[src/rtl/instr_fetch_queue_pkg.sv]
`default_nettype none
// ============================================================================
// Package : ifq_pkg
// Brief   : Shared types and constants for the instruction fetch queue.
// Rev     : 1.0
// ============================================================================
package ifq_pkg;

  localparam int XLEN = 32;
  localparam logic [XLEN-1:0] TEXT_ADDR = 32'hbfc00000;

  typedef struct packed {
    logic [XLEN-1:0] pc;
    logic [XLEN-1:0] instr;
    logic            done;
  } ifq_entry_t;

  // Ring pointers carry one extra wrap bit so full and empty are distinguishable
  function automatic int ptr_width(input int depth);
    return $clog2(depth) + 1;
  endfunction

endpackage
`default_nettype wire

[src/rtl/instr_fetch_queue_if.sv]
`default_nettype none
// ============================================================================
// Interface : instr_fetch_queue_if
// Brief     : PC-stage, instruction-bus and decode signals of the fetch queue.
// Rev       : 1.0
// ============================================================================
interface instr_fetch_queue_if;
  import ifq_pkg::*;

  logic            flush;
  logic [XLEN-1:0] pc;
  logic            pc_en;
  logic            inst_req;
  logic [XLEN-1:0] inst_addr;
  logic            inst_addr_ok;
  logic            inst_data_ok;
  logic [XLEN-1:0] inst_rdata;
  logic            id_valid;
  logic            id_ready;
  logic [XLEN-1:0] id_pc;
  logic [XLEN-1:0] id_instr;

  modport master (
    input  flush, pc, inst_addr_ok, inst_data_ok, inst_rdata, id_ready,
    output pc_en, inst_req, inst_addr, id_valid, id_pc, id_instr
  );

  modport slave (
    output flush, pc, inst_addr_ok, inst_data_ok, inst_rdata, id_ready,
    input  pc_en, inst_req, inst_addr, id_valid, id_pc, id_instr
  );

endinterface
`default_nettype wire

[src/rtl/instr_fetch_queue_ring.sv]
`default_nettype none
// ============================================================================
// Module : ifq_ring
// Brief  : Entry storage with head (pop), fill (response) and tail (allocate).
// Rev    : 1.0
// ============================================================================
module ifq_ring import ifq_pkg::*; #(
  parameter  int DEPTH = 4,
  localparam int PTR_W = $clog2(DEPTH) + 1
) (
  input  logic             Clk,
  input  logic             Clr_n,
  input  logic             clr_i,
  input  logic             alloc_i,
  input  logic [XLEN-1:0]  alloc_pc_i,
  input  logic             wr_i,
  input  logic [XLEN-1:0]  wr_data_i,
  input  logic             skip_i,
  input  logic             pop_i,
  output ifq_entry_t       head_ent_o,
  output logic [PTR_W-1:0] occ_o,
  output logic [PTR_W-1:0] pend_o,
  output logic             head_eq_fill_o,
  output logic             empty_o
);

  localparam int IDX_W = PTR_W - 1;

  ifq_entry_t       ent_q [DEPTH];
  ifq_entry_t       ent_d [DEPTH];
  logic [PTR_W-1:0] head_q, head_d;
  logic [PTR_W-1:0] fill_q, fill_d;
  logic [PTR_W-1:0] tail_q, tail_d;

  logic [IDX_W-1:0] head_idx, fill_idx, tail_idx;

  assign head_idx = head_q[IDX_W-1:0];
  assign fill_idx = fill_q[IDX_W-1:0];
  assign tail_idx = tail_q[IDX_W-1:0];

  always_comb begin
    ent_d  = ent_q;
    head_d = head_q;
    fill_d = fill_q;
    tail_d = tail_q;
    if (clr_i) begin
      head_d = '0;
      fill_d = '0;
      tail_d = '0;
      for (int i = 0; i < DEPTH; i++) begin
        ent_d[i].done = 1'b0;
      end
    end else begin
      if (alloc_i) begin
        ent_d[tail_idx].pc   = alloc_pc_i;
        ent_d[tail_idx].done = 1'b0;
        tail_d               = tail_q + PTR_W'(1);
      end
      if (wr_i) begin
        ent_d[fill_idx].instr = wr_data_i;
        ent_d[fill_idx].done  = 1'b1;
        fill_d                = fill_q + PTR_W'(1);
      end else if (skip_i) begin
        // Response consumed by decode directly; slot is retired by the pop below
        fill_d = fill_q + PTR_W'(1);
      end
      if (pop_i) begin
        ent_d[head_idx].done = 1'b0;
        head_d               = head_q + PTR_W'(1);
      end
    end
  end

  always_ff @(posedge Clk or negedge Clr_n) begin
    if (!Clr_n) begin
      head_q <= '0;
      fill_q <= '0;
      tail_q <= '0;
      for (int i = 0; i < DEPTH; i++) begin
        ent_q[i] <= '0;
      end
    end else begin
      head_q <= head_d;
      fill_q <= fill_d;
      tail_q <= tail_d;
      ent_q  <= ent_d;
    end
  end

  assign head_ent_o     = ent_q[head_idx];
  assign occ_o          = tail_q - head_q;
  assign pend_o         = tail_q - fill_q;
  assign head_eq_fill_o = (head_q == fill_q);
  assign empty_o        = (head_q == tail_q);

endmodule
`default_nettype wire

[src/rtl/instr_fetch_queue.sv]
`default_nettype none
// ============================================================================
// Module : instr_fetch_queue
// Brief  : In-order fetch queue between PC stage and decode with flush drop.
//          Optional same-cycle response bypass to decode: IFQ_BYPASS_EN.
// Rev    : 1.0
// ============================================================================
module instr_fetch_queue import ifq_pkg::*; #(
  parameter int DEPTH = 4
) (
  input  logic                       Clk,
  input  logic                       Clr_n,
  instr_fetch_queue_if.master        bus
);

  localparam int PTR_W = $clog2(DEPTH) + 1;

  logic [PTR_W-1:0] drop_cnt_q, drop_cnt_d;

  ifq_entry_t       head_ent;
  logic [PTR_W-1:0] occ;
  logic [PTR_W-1:0] pend;
  logic             head_eq_fill;
  logic             empty;

  logic [PTR_W:0]   slots_used;
  logic             req;
  logic             accept;
  logic             live_resp;
  logic             byp_hit;
  logic             byp_take;
  logic             valid;
  logic             pop;

  // Dropped responses still need a bus slot, so they count against capacity
  assign slots_used = {1'b0, occ} + {1'b0, drop_cnt_q};
  assign req        = ~bus.flush & (slots_used < (PTR_W+1)'(DEPTH));
  assign accept     = req & bus.inst_addr_ok;
  assign live_resp  = bus.inst_data_ok & (drop_cnt_q == '0) & ~bus.flush;

`ifdef IFQ_BYPASS_EN
  assign byp_hit = live_resp & head_eq_fill & (pend != '0);
`else
  assign byp_hit = 1'b0;
`endif

  assign valid    = (head_ent.done & ~empty & ~bus.flush) | byp_hit;
  assign pop      = valid & bus.id_ready;
  assign byp_take = byp_hit & bus.id_ready;

  ifq_ring #(.DEPTH(DEPTH)) u_ring (
    .Clk            (Clk),
    .Clr_n          (Clr_n),
    .clr_i          (bus.flush),
    .alloc_i        (accept),
    .alloc_pc_i     (bus.pc),
    .wr_i           (live_resp & ~byp_take),
    .wr_data_i      (bus.inst_rdata),
    .skip_i         (byp_take),
    .pop_i          (pop),
    .head_ent_o     (head_ent),
    .occ_o          (occ),
    .pend_o         (pend),
    .head_eq_fill_o (head_eq_fill),
    .empty_o        (empty)
  );

  // A response coincident with flush is the oldest outstanding one, whether
  // it was already a drop or the first live entry, hence the subtraction.
  always_comb begin
    drop_cnt_d = drop_cnt_q;
    if (bus.flush) begin
      drop_cnt_d = drop_cnt_q + pend - PTR_W'(bus.inst_data_ok);
    end else if (bus.inst_data_ok && (drop_cnt_q != '0)) begin
      drop_cnt_d = drop_cnt_q - PTR_W'(1);
    end
  end

  always_ff @(posedge Clk or negedge Clr_n) begin
    if (!Clr_n) begin
      drop_cnt_q <= '0;
    end else begin
      drop_cnt_q <= drop_cnt_d;
    end
  end

  assign bus.inst_req  = req;
  assign bus.inst_addr = bus.pc;
  assign bus.pc_en     = accept;
  assign bus.id_valid  = valid;
  assign bus.id_pc     = head_ent.pc;
`ifdef IFQ_BYPASS_EN
  assign bus.id_instr  = byp_hit ? bus.inst_rdata : head_ent.instr;
`else
  assign bus.id_instr  = head_ent.instr;
`endif

`ifndef SYNTHESIS
  a_resp_outstanding: assert property (@(posedge Clk) disable iff (!Clr_n)
    bus.inst_data_ok |-> ((drop_cnt_q != '0) || (pend != '0)));
  a_drop_bound: assert property (@(posedge Clk) disable iff (!Clr_n)
    drop_cnt_q <= PTR_W'(DEPTH));
`endif

endmodule
`default_nettype wire

[src/flat_wrapper.sv]
// flat-port wrapper written by rule: the top's interface ports become plain ports
module instr_fetch_queue_flat import ifq_pkg::*;
#(
  parameter int DEPTH = 4
)
  (Clk, Clr_n, bus_flush, bus_pc, bus_inst_addr_ok, bus_inst_data_ok, bus_inst_rdata, bus_id_ready, bus_pc_en, bus_inst_req, bus_inst_addr, bus_id_valid, bus_id_pc, bus_id_instr);
  instr_fetch_queue_if bus_i ();
  input  logic Clk;
  input  logic Clr_n;
  input wire logic [$bits(bus_i.flush)-1:0] bus_flush;
  input wire logic [$bits(bus_i.pc)-1:0] bus_pc;
  input wire logic [$bits(bus_i.inst_addr_ok)-1:0] bus_inst_addr_ok;
  input wire logic [$bits(bus_i.inst_data_ok)-1:0] bus_inst_data_ok;
  input wire logic [$bits(bus_i.inst_rdata)-1:0] bus_inst_rdata;
  input wire logic [$bits(bus_i.id_ready)-1:0] bus_id_ready;
  output wire logic [$bits(bus_i.pc_en)-1:0] bus_pc_en;
  output wire logic [$bits(bus_i.inst_req)-1:0] bus_inst_req;
  output wire logic [$bits(bus_i.inst_addr)-1:0] bus_inst_addr;
  output wire logic [$bits(bus_i.id_valid)-1:0] bus_id_valid;
  output wire logic [$bits(bus_i.id_pc)-1:0] bus_id_pc;
  output wire logic [$bits(bus_i.id_instr)-1:0] bus_id_instr;
  assign bus_i.flush = bus_flush;
  assign bus_i.pc = bus_pc;
  assign bus_i.inst_addr_ok = bus_inst_addr_ok;
  assign bus_i.inst_data_ok = bus_inst_data_ok;
  assign bus_i.inst_rdata = bus_inst_rdata;
  assign bus_i.id_ready = bus_id_ready;
  assign bus_pc_en = bus_i.pc_en;
  assign bus_inst_req = bus_i.inst_req;
  assign bus_inst_addr = bus_i.inst_addr;
  assign bus_id_valid = bus_i.id_valid;
  assign bus_id_pc = bus_i.id_pc;
  assign bus_id_instr = bus_i.id_instr;
  instr_fetch_queue #(.DEPTH(DEPTH)) u_core (.Clk(Clk), .Clr_n(Clr_n), .bus(bus_i));
endmodule
[config.mk]
export PLATFORM = sky130hd
export DESIGN_NAME = instr_fetch_queue_flat
export DESIGN_NICKNAME = d
export VERILOG_FILES = /design/src/rtl/instr_fetch_queue_pkg.sv /design/src/rtl/instr_fetch_queue_if.sv /design/src/rtl/instr_fetch_queue_ring.sv /design/src/rtl/instr_fetch_queue.sv /design/src/flat_wrapper.sv
export SDC_FILE = /design/constraint.sdc
export NUM_CORES = 1
export LEC_CHECK = 0
export CORE_UTILIZATION = 41
export CTS_CLUSTER_SIZE = 14
export DETAILED_ROUTE_END_ITERATION = 8
export SKIP_CTS_REPAIR_TIMING = 1
export SLEW_MARGIN = 40
export SYNTH_ARGS = -nofsm -noshare
export SYNTH_HDL_FRONTEND = slang
export SYNTH_SLANG_ARGS = --single-unit
[constraint.sdc]
create_clock -name Clk -period 4.74 [get_ports Clk]
set_clock_uncertainty 0.1 [all_clocks]
set_input_delay 1.422 -clock Clk [delete_from_list [all_inputs] [get_ports Clk]]
set_output_delay 1.422 -clock Clk [all_outputs]
set_load 0.005 [all_outputs]
Yosys cells after proc, flatten, opt, wreduce, memory -nomap -nowiden:

Cells that the tools add are included.

* register bits after elaboration: 272
* bits in latches: 0
* RAM bits: 0
* bits in read-only memories: 0
* bits of input ports: 70
* output and inout bits: 99
* word-level logic and storage cells: 90
* memories: 0

* add/subtract/negate cells: 9
* $mul: 0
* div/mod/pow operators: 0
* magnitude comparators: 7
* eq/ne operators: 1
* shifts and indexed selects: 0
* multiplexer cells: 35
* bitwise gates (word level): 12
* reduce and logical (&&, ||, !) cells: 10

Operators by type and width (number)
* $bwmux 260: 5
* $mux 260: 5
* $demux 65 s2: 5
* $mux 65: 3
* $bmux 65 s2: 1
* $mux 33: 1
* $mux 3: 8
* $add 3x1->3 const B: 3
* $ge 3x3->1 const B: 3
* $lt 3x1->1 const B: 3
* $not 2->3: 3
* $reduce_bool 2->1: 4
* $and 1x1->1: 7
* $mux 1: 7
* $sub 3x3->3: 2
* $add 3x3->4: 1
* $logic_and 1x1->1: 4
* $lt 4x3->1 const B: 1
* $add 3x3->3: 1
* $eq 3x3->1: 1
* $logic_not 3->1: 1
* $reduce_bool 3->1: 1
* $sub 3x1->3: 1
* $sub 3x1->3 const B: 1
* $not 1->1: 2

Logic depth before layout (Yosys ltp):

* depth in word-level cells: 16
* gate-level depth with buffers: 11
* gate-level depth less buffers: 11

By module:

Synthesis repeated with hierarchy kept, for this count alone.

* cells, all modules: 786
* area, all modules: 12758.5 um^2

By module, submodules not included
* ifq_ring: instances 1, cells an instance 715, area an instance 12129.1 um^2, seq. area each 6731.5 um^2
* instr_fetch_queue: instances 1, cells an instance 71, area an instance 629.4 um^2, seq. area each 75.1 um^2

Worst setup path before layout:

Ideal clock, no wire load.

* path kind: reg-to-output
* from: reg u_core.u_ring.head_q[1]
* to: out bus_pc_en
* arrival: 2.974 ns
* data required time: 3.218 ns
* setup slack: 0.244 ns
* cell stages (with the launch flop): 10
* cell sequence: dfrtp_1 clkbuf_1 buf_1 inv_1 fa_1 xnor2_1 ha_1 or4_1 buf_4 nor3b_2

* cells in the longest elaborated chain, start to end: 5

Ends and longest elaborated chain
* from (decl): line instr_fetch_queue_ring.sv:31 `logic [PTR_W-1:0] head_q, head_d;`
* from (signal assigned): line instr_fetch_queue_ring.sv:76 `head_q <= '0;`
* from (signal assigned): line instr_fetch_queue_ring.sv:83 `head_q <= head_d;`
* $sub 3x3->3: line instr_fetch_queue_ring.sv:91 `assign occ_o = tail_q - head_q;`
* $add 3x3->4: line instr_fetch_queue.sv:36 `assign slots_used = {1'b0, occ} + {1'b0, drop_cnt_q};`
* $lt 4x3->1: line instr_fetch_queue.sv:37 `assign req = ~bus.flush & (slots_used < (PTR_W+1)'(DEPTH));`
* $and 1x1->1: line instr_fetch_queue.sv:37
* $and 1x1->1: line instr_fetch_queue.sv:38 `assign accept = req & bus.inst_addr_ok;`
* to (decl): line flat_wrapper.sv:16 `output wire logic [$bits(bus_i.pc_en)-1:0] bus_pc_en;`

Every way passes these cells.

Final worst setup path:

* from: reg u_core.u_ring.tail_q[0]
* to: out bus_pc_en

* cells in the longest elaborated chain, start to end: 5

Ends and longest elaborated chain
* from (decl): line instr_fetch_queue_ring.sv:33 `logic [PTR_W-1:0] tail_q, tail_d;`
* from (signal assigned): line instr_fetch_queue_ring.sv:85 `tail_q <= tail_d;`
* $sub 3x3->3: line instr_fetch_queue_ring.sv:91
* $add 3x3->4: line instr_fetch_queue.sv:36
* $lt 4x3->1: line instr_fetch_queue.sv:37
* $and 1x1->1: line instr_fetch_queue.sv:37
* $and 1x1->1: line instr_fetch_queue.sv:38

Every way passes these cells.

==> metrics.yaml <==
yosysSeqAreaShare_pct: 54.4
synth.cell_area_um2: 12500
die_w_um: 177
relSlewSlack_pct: 47.1
status: "finished clean"
hold_path.class: "reg2reg"
crit_chain: "inv_2 > ha_1 > inv_1 > fa_1 > xnor2_1 > ha_1 > or4_4 > nor3b_4 > dlymetal6s2s_1"
grt_max_degree: 90
async_reset_ff_share_pct: 100
grt_pass1_vias: 7442
finalNonFillerCells: 1336
grtUsageTotal_pct: 16.9
hpwlAfterDp_um: 15100
htreeDepth: 1
portBuffers: 168
power.density_nw_per_um2: 505
drt-total-wl_um: 25500
synth_enable_flop_cells: 0
worstMarginPinSlew_ps: 793
cpMaxStageDelayCell: "or4_4"
regArea_um2: 6820
nets: 1016
use_met2_pct: 27.6
synth_top_cells_by_area: "dfrtp_1 54%, mux2_2 23%, mux4_2 12%"
cp_top_family: "adder cells"
final_core_util_pct: 52.1
end_kind: "output pin"
cts_root_buffer: "clkbuf_16"
cts_tree: "yes"
crit_fanout: 3
syn_area_per_cell_um2: 16.2
final_area_um2: 15600
post-route-drc-count: 0
ys_warn_count: 0
period_needed_ps: 4400
fillers: 2536
grt_pass1_wl_um: 41300
post-place-cells: 1277
rsz0062_at_grt: "no"
io_pins: 169
grt_most_used_layer: "met2"
yosysUniqueCellTypes: 34
core_um2: 29900
dr.pass1.iters: 4
yosys.area.top_type_share_pct: 54.4
critPathMostFrequentCell: "ha_1"
cap_violations: 0
layout_common_cells: "269 x dfrtp_1, 252 x mux2_2, 165 x clkdlybuf4s50_1"
drive_gt1_share_pct: 42.9
max_freq_mhz: 227
dr_total_vias: 6925
multi_input_area_um2: 5190
initial_utilization_pct: 41.9
report.final.slew_viol_count: 0
finalSetupViolCount: 0
crit_type: "reg2out"
rows: 63
drt_first_iter_violations: 337
cts_buffers: 31
power_leakage_nw: 7.02
place.gp.congestion: 0.712
cp-start-kind: "register"
clock_sinks: 272
vias_per_cell: 5.18
overflow: 0
areaGrowthSynthToFinish_pct: 24.3
antenna_found_initial: 1
mostFrequentLayoutCell: "dfrtp_1"
syn-num-nets: 867
finalHoldViolations: 0
netlist_instances: 773
clock_latency_ps: 550
fp.dieArea_um2: 31200
gr-usage-met1_pct: 22.4
vdd_drop_max_v: 0.000265
final.period_utilization_pct: 92.7
met3_usage_pct: 4.25
cp_slowest_stage_delay_ps: 510
required_ps: 3220
die-height_um: 177
synth_flop_cell: "dfrtp_1"
final_antenna_net_count: 0
cts.reportedPaths.clkPinSlew_ps: 60
ys_seq_elements: 272
worstPathBufferInverterCount: 3
finalSetupTns_ps: 0
routedWlPerCell_um: 19.1
cp_data_arrival_time_ps: 2870
dpl_cell_area_um2: 14400
cts.path.max_buffers: 3
synth_area_leader_cell: "dfrtp_1"
-- worst paths after layout --
check | depth (start not counted) | slack, ps | startpoint | endpoint
min | 1 | 390 | register | register
max | 9 | 340 | u_core.u_ring.tail_q[0] | bus_pc_en
min reg2reg | 1 | 390 | register | register
max reg2reg | 11 | 1250 | u_core.u_ring.tail_q[0] | register
max in group asynchronous | 2 | 2820 | Clr_n | u_core.u_ring.head_q[0]
min in group asynchronous | 1 | 790 | Clr_n | asynchronous set/reset pin
-- cell usage after synthesis (6+ instances only) --
master,count
buf_1,14
buf_2,8
buf_4,42
clkbuf_1,8
dfrtp_1,272
ha_1,19
inv_1,15
mux2_1,7
mux2_2,252
mux2i_1,6
mux4_2,65
nand2_1,16
-- layer usage --
layer  part of all wire [%]  vias up
met2                     48      136
met1                     44     3638
met5                      0        -
met4                    2.3        0
li1                       -     3120
met3                    5.8       31
-- where the power goes --
part	internal, W	switching [W]	total (W)
combinational	0.00143	0.000707	0.00213
clock	0.00157	0.000948	0.00252
sequential	0.00292	0.000285	0.00320
-- cell families after synthesis --
kind of cell / share of synthesized area, %
and+or+nand+nor: 1.63
muxes: 35.5
buffers and inverters: 4.25
xor gates and xnor gates: 0.670
adders and majority gates: 2.70
DFF: 54.4
AOI/OAI and AO/OA: 0.919
-- per-stage QoR --
step | hold slack (ps) | power, W | setup slack (ps)
6_report | 385 | 0.00786 | 344
5_1_grt | 403 | 0.00831 | 170
4_1_cts | 389 | 0.00797 | -230
3_5_place_dp | 375 | 0.00540 | 24.6
3_3_place_gp | 366 | 0.00536 | 49.4
2_1_floorplan | 353 | 0.00439 | 244
-- final cells by class --
| type | count | area share, % |
|---|---|---|
| repair buffers | 191 | 12.3 |
| well taps | 390 | 3.14 |
| inverters | 16 | 0.386 |
| clock buffers | 40 | 5.65 |
| multi-input cells | 410 | 33.4 |
| flip-flops and latches | 272 | 43.8 |
| diodes | 1 | 0.0161 |
| clock inverters | 16 | 1.38 |
Note: power is estimated with default switching activity, not from simulation.
